### config.mk
export PLATFORM = sky130hd
export DESIGN_NAME = fetch_unit
export DESIGN_NICKNAME = d
export VERILOG_FILES = /design/src/rtl/fetch_unit.sv
export SDC_FILE = /design/constraint.sdc
export NUM_CORES = 1
export LEC_CHECK = 0
export CORE_MARGIN = 4
export CORE_UTILIZATION = 43
export DETAILED_ROUTE_END_ITERATION = 8
export PLACE_DENSITY = 0.79
export RECOVER_POWER = 100
export SLEW_MARGIN = 10
export SYNTH_ARGS = -nofsm -noshare
export SYNTH_HDL_FRONTEND = slang
export SYNTH_SLANG_ARGS = --single-unit
### constraint.sdc
create_clock -name clk -period 2.53 [get_ports clk]
set_input_delay 0.506 -clock clk [delete_from_list [all_inputs] [get_ports clk]]
set_output_delay 0.506 -clock clk [all_outputs]
set_load 0.02 [all_outputs]
### src/rtl/fetch_unit.sv
// Instruction fetch stage: owns the PC, pairs 1-cycle-latency memory data with its PC,
// and presents it to decode over valid/ready with stall and redirect handling.
module fetch_unit #(
  parameter logic [63:0] RESET_PC = 64'h0,
  parameter int unsigned PC_STEP  = 4
) (
  input  logic        clk,
  input  logic        rst_n,
  output logic [63:0] imem_addr,
  input  logic [31:0] imem_instr,
  input  logic        redirect_valid,
  input  logic [63:0] redirect_target,
  input  logic        id_ready,
  output logic        if_valid,
  output logic [63:0] if_pc,
  output logic [31:0] if_instr,
  output logic [31:0] fetch_count
);

  typedef enum logic [1:0] {StBoot, StRun, StHold} state_e;

  localparam logic [63:0] Step = 64'(PC_STEP);

  state_e      state_q, state_d;
  logic [63:0] pc_q, pc_d;
  logic [63:0] req_pc_q, req_pc_d;
  logic        req_valid_q, req_valid_d;
  logic [31:0] hold_q, hold_d;
  logic [31:0] fetch_count_q, fetch_count_d;
  logic        accept;

  always_ff @(posedge clk or negedge rst_n) begin
    if (!rst_n) begin
      state_q       <= StBoot;
      pc_q          <= RESET_PC;
      req_pc_q      <= '0;
      req_valid_q   <= 1'b0;
      hold_q        <= '0;
      fetch_count_q <= '0;
    end else begin
      state_q       <= state_d;
      pc_q          <= pc_d;
      req_pc_q      <= req_pc_d;
      req_valid_q   <= req_valid_d;
      hold_q        <= hold_d;
      fetch_count_q <= fetch_count_d;
    end
  end

  // Output decode; a pending redirect kills whatever is on the wrong path.
  always_comb begin
    if_valid = 1'b0;
    if_pc    = req_pc_q;
    if_instr = '0;
    unique case (state_q)
      StBoot: begin
        if_valid = 1'b0;
      end
      StRun: begin
        if_valid = req_valid_q & ~redirect_valid;
        if_instr = imem_instr;
      end
      StHold: begin
        if_valid = ~redirect_valid;
        if_instr = hold_q;
      end
      default: begin
        if_valid = 1'b0;
      end
    endcase
  end

  assign accept = if_valid & id_ready;

  always_comb begin
    state_d       = state_q;
    pc_d          = pc_q;
    req_pc_d      = req_pc_q;
    req_valid_d   = req_valid_q;
    hold_d        = hold_q;
    fetch_count_d = fetch_count_q + {31'd0, accept};

    if (redirect_valid) begin
      pc_d        = redirect_target & ~64'h3;
      req_valid_d = 1'b0;
      state_d     = StRun;
    end else begin
      unique case (state_q)
        StBoot: begin
          req_pc_d    = pc_q;
          req_valid_d = 1'b1;
          pc_d        = pc_q + Step;
          state_d     = StRun;
        end
        StRun: begin
          if (!req_valid_q || id_ready) begin
            req_pc_d    = pc_q;
            req_valid_d = 1'b1;
            pc_d        = pc_q + Step;
          end else begin
            // Memory keeps reading pc_q, so the next word is ready when the stall ends.
            hold_d  = imem_instr;
            state_d = StHold;
          end
        end
        StHold: begin
          if (id_ready) begin
            req_pc_d = pc_q;
            pc_d     = pc_q + Step;
            state_d  = StRun;
          end
        end
        default: begin
          state_d = StBoot;
        end
      endcase
    end
  end

  assign imem_addr   = pc_q;
  assign fetch_count = fetch_count_q;

endmodule

# After elaboration in Yosys (flattened, before gate mapping)
# Index checks and enable logic that the tools add are counted.
word_totals:
  n_memories: 0
  elab_cells: 46
  ram_bits: 0
  latch_bits: 0
  output_inout_bits: 193
  ff_bits: 195
  rom_bits: 0
  in_bits: 100
op_classes:
  order_cmp: 0
  n_reduce_logical: 11
  n_shift: 0
  add_sub_neg: 2
  multipliers: 0
  n_div: 0
  eq_ne: 7
  muxes: 16
  bitwise_logic: 4
ops:
  columns: ["operator", "n"]
  rows:
  - ["one-hot mux 64 bit (3 select lines)", 2]
  - ["2-to-1 mux 64 bit", 5]
  - ["adder 64 x 3 -> 64 bit, second input constant", 1]
  - ["one-hot mux 32 bit (2 select lines)", 1]
  - ["adder 32 x 1 -> 32 bit", 1]
  - ["!= test 3 bit, second input constant", 3]
  - ["2-to-1 mux 2 bit", 3]
  - ["one-hot mux 2 bit (3 select lines)", 1]
  - ["AND reduction 3 bit", 2]
  - ["nonzero test 3 bit", 2]
  - ["!= test 2 bit, second input constant", 2]
  - ["one-hot mux 1 bit (2 select lines)", 2]
  - ["AND reduction 2 bit", 2]
  - ["AND reduction 4 bit", 1]
  - ["nonzero test 4 bit", 1]
  - ["AND 1 bit", 2]
  - ["== test 2 x 1 -> 1 bit, second input constant", 1]
  - ["== test 2 bit, second input constant", 1]
  - ["logical NOT 2 bit", 1]
  - ["2-to-1 mux 1 bit", 2]
  - ["NOT 1 bit", 2]
  - ["logical NOT 1 bit", 1]
  - ["logical OR 1 bit", 1]

# Logic depth before layout (Yosys ltp)
logic_depth:
  ltp_word: 5
  ltp_mapped: 13
  depth_no_buf: 11

# Least setup slack after synthesis
# Ideal clock, no wire load.
synth_timing:
  path_type: "flip-flop to flip-flop"
  start: "register state_q[0]"
  end: "register fetch_count_q[18], in the netlist fetch_count[18]"
  period_less_slack_ns: 3.096
  stages_incl_launch_ff: 14
  required_ns: 2.450
  arrival_ns: 3.016
  n_path_buf: 2
  path_slack_ns: -0.566
  setup_time_ns: 0.080
  path_cell_list: "dfrtp_1 inv_1 ha_1 clkbuf_1 a21oi_1 nor3b_1 and2_1 ha_1 ha_1 and3_1 clkbuf_1 nand2b_1 nor3_1 xor2_1"
synth_via:
  elab_chain_len: 4
  word_cells_on_any_way: 5
  cone_classes: "add/sub (1); eq/ne (2); mux (1); bitwise (1)"
synth_rtl:
  columns: ["item", "line_no", "source"]
  rows:
  - ["from (decl)", "24", "state_e state_q, state_d;"]
  - ["from (signal assigned)", "34", "state_q <= StBoot;"]
  - ["from (signal assigned)", "41", "state_q <= state_d;"]
  - ["== test 2 bit or == test 2 x 1 -> 1 bit (tied branches)", "55", "unique case (state_q)"]
  - ["one-hot mux 1 bit (2 select lines) (*)", "55", null]
  - ["net if_valid", "14", "output logic if_valid,"]
  - ["AND 1 bit (*)", "73", "assign accept = if_valid & id_ready;"]
  - ["adder 32 x 1 -> 32 bit (*)", "81", "fetch_count_d = fetch_count_q + {31'd0, accept};"]
  - ["net fetch_count_d[18]", "29", "logic [31:0] fetch_count_q, fetch_count_d;"]
  - ["to (signal assigned)", "46", "fetch_count_q <= fetch_count_d;"]
  - ["to (decl)", "29", null]
# The timed path passes the listed nets; every way through them passes the cells marked *.
# A chain may end at the register's enable or synchronous reset.

# Final worst setup path
layout_timing:
  start: "register pc_q[25], in the netlist imem_addr[25]"
  end: "register pc_q[59], in the netlist imem_addr[59]"
layout_via:
  elab_chain_len: 4
  word_cells_on_any_way: 5
  cone_classes: "add/sub (1); mux (4)"
layout_rtl:
  columns: ["item", "line_no", "source"]
  rows:
  - ["from (decl)", "25", "logic [63:0] pc_q, pc_d;"]
  - ["from (signal assigned)", "42", "pc_q <= pc_d;"]
  - ["adder 64 x 3 -> 64 bit (*)", "92, 99, 109", null]
  - ["2-to-1 mux 64 bit, on equally long branches", "107, 96", null]
  - ["one-hot mux 64 bit (3 select lines) (*)", "88", "unique case (state_q)"]
  - ["2-to-1 mux 64 bit (*)", "83", "if (redirect_valid) begin"]
# Every way passes the cells marked *; elsewhere a longest branch is shown, timed or not. The select of a mux whose other input is x is not followed.

==> results_dict.tcl <==
set metrics [dict create \
    outcome "complete, but fails checks" \
    violations "capacitance limit, slew limit" \
    grt_util_all_layers 0.236 \
    setup_viol 0 \
    overflow 0 \
    max_slew.worst_pin.slew_ns 1.59 \
    seqPwrFrac 0.356 \
    ios 293 \
    drc 0 \
    synth_fa_ha_area_frac 0.0105 \
    power.switching_mw 4.42 \
    synth_area_sq_um 9520 \
    yosysTopAreaCellShare 0.502 \
    dp_slack_ns -0.102 \
    gp_congestion 0.863 \
    hold_buffers 0 \
    ir_drop_v 0.000512 \
    grt_pass1_wl_microns 46600 \
    power_density_nw_per_um2 886 \
    antenna_found_initial 3 \
    drv_slew 55 \
    ys_ff_latch 191 \
    hpwl_microns 21400 \
    rows 54 \
    finalHoldViolCount 0 \
    path_clk_slew_ns 0.08 \
    insertion_delay_ns 0.43 \
    timing.final.crit_share 0.968 \
    area_growth_pct 45.2 \
    die_w_microns 157 \
    synth.distinct_cells 51 \
    drt_wl_total_microns 29800 \
    grt_setup_unrepaired "no" \
    critPathKind "flip-flop to flip-flop" \
    drt-initial-drc-count 661 \
    place_area_sq_um 13200 \
    synth_mux_area_frac 0.111 \
    dp_cells 1486 \
    fp.coreArea_sq_um 21800 \
    fin_crit_ns 2.45 \
    nets 1335 \
    dieArea_sq_um 24600 \
    synth_area_leaders "dfrtp_1 50%, mux2_2 11%, xnor2_1 3.9%" \
    grt_max_degree 62 \
    synth_xor_xnor_area_share 0.0543 \
    worst_slack_ns 0.0821 \
    p_leak_nw 5.50 \
    syn_avg_cell_area_sq_um 10.6 \
    p_total_mw 12.2 \
    vias 8628 \
    instances_no_fill 1522 \
    fin_area_sq_um 13800 \
    yosys.area_share.simple 0.193 \
    synthArstFlopShare 1.00 \
    hold_class "input pin to asynchronous set/reset pin" \
    die_y_microns 157 \
    routed_via_density 5.67 \
    end_kind "flip-flop" \
    startpoint_type "flip-flop" \
    ant_nets 0 \
    combPwrFrac 0.412 \
    ys_top_cells_by_count "191 x dfrtp_1, 93 x mux2_2, 76 x nand2_1, 46 x nor2_1, 44 x o21ai_0" \
    post_drt_wl_per_cell_microns 19.6 \
    root_buffer "clkbuf_16" \
    first_pass_iters 5 \
    p_int_mw 7.83 \
    fin_tns_setup_ns 0 \
    max-slew-margin-rel -0.0596 \
    hold_ws_ns 0.445 \
    postSynthCellCount 902 \
    cts_inserted_buffers 17 \
    yosysSeqAreaShare 0.502 \
    swShare 0.361 \
    htree_levels 4 \
    drv_cap 1 \
    synth_top_family_by_area "simple AND/OR/NAND/NOR gates" \
    clock-sinks 191 \
    synth_compound_area_frac 0.0999 \
    ys.warnings.count 0 \
    worstPathRequired_ns 2.88 \
    cts_max_path_buffers 2 \
    max_freq_mhz 409 \
    fillers 1779 \
    initial_core_util 0.436 \
    drive_above_1_share 0.211 \
    io_buffers 286 \
    cp_max_fo 6 \
    yosysMostFrequentCell "dfrtp_1" \
    first_global_vias 8749 \
    arrival_ns 2.79 \
    synth_flop_cell "dfrtp_1" \
    synth_area_leader_cell "dfrtp_1" \
    cts_tree "done" \
    clockPowerShare 0.232 \
    synth-edff-count 0 \
    postLayoutCoreUtil 0.634 \
    fin_skew_ns 0.0120 \
]
timing repair:
item	in CTS	in global routing
pin swaps	0	0
gates cloned	0	2
setup endpoints to repair	34	64
gates resized for setup	82	32
buffers inserted	0	0
endpoints found under the hold margin	0	0
logic make-up (layout without fill, tap and decap cells):
family / Yosys count / count (layout)
buffers and inverters: 61 / 395
and+or+nand+nor: 343 / 343
other: 1 / 7
xor gates and xnor gates: 59 / 59
adders and majority gates: 8 / 8
muxes: 94 / 94
AOI/OAI and AO/OA: 145 / 145
DFF: 191 / 191
registers in the layout, summed over array words and instances (netlist names):
register,count
fetch_count,32
hold_q,32
if_pc,62
imem_addr,62
req_valid_q,1
state_q,2
metal layers:
metal	GRT usage	share of wire	vias to the layer above
met1	0.312	0.41	4235
met2	0.391	0.49	379
met5	0	0	-
li1	-	-	3965
met4	0.0727	0.016	0
met3	0.0481	0.076	49
final cells by class:
cell class,instances,area (sq um),area share
sequential,191,4800,0.347
inverter,8,32.5,0.00235
multi-input combinational,653,4610,0.333
antenna,3,7.51,0.000543
clock buffer,18,439,0.0318
clock inverter,13,174,0.0126
tap,280,350,0.0253
timing repair buffer,356,3420,0.247
worst paths after layout:
check	from	to	slack, ns	depth (start not counted)
min in group clk	if_pc[23]	if_pc[23]	0.49	2
max in group asynchronous	rst_n	fetch_count[7]	0.78	2
hold / removal	rst_n	if_pc[17]	0.45	1
hold reg to reg	if_pc[23]	if_pc[23]	0.49	2
setup reg to reg	imem_addr[25]	imem_addr[59]	0.08	6
setup / recovery	imem_addr[25]	imem_addr[59]	0.08	6
critical path: stages, from the launching register on:
cell and delay, ns:
dfrtp_2 0.36, nand3_1 0.09, or4_1 0.60, buf_4 0.20, or3_2 0.55, or3_1 0.37
a31oi_1 0.18
layout by cell type, fill, tap and decap left out, types with 33 or more instances in the layout:
cell,synthesis,final
o21ai_0,44,43
clkdlybuf4s50_1,0,251
a22oi_1,33,33
mux2_2,93,93
nand3_1,36,35
dfrtp_1,191,178
nand4_1,40,40
xnor2_1,42,42
nand2_1,76,76
nor2b_1,34,34
buf_4,6,58
nor2_1,46,46
power by group through the flow:
stage                     registers, mW  clock network [mW]  logic [mW]
final                              4.36                2.84        5.04
after global routing               4.47                3.06        5.37
after CTS                          4.34                2.92        5.01
after detailed placement           4.40                   0        5.09
after global placement             4.34                   0        5.00
after floorplan                    4.94                   0        2.02
(Power assumes the default switching activity.)
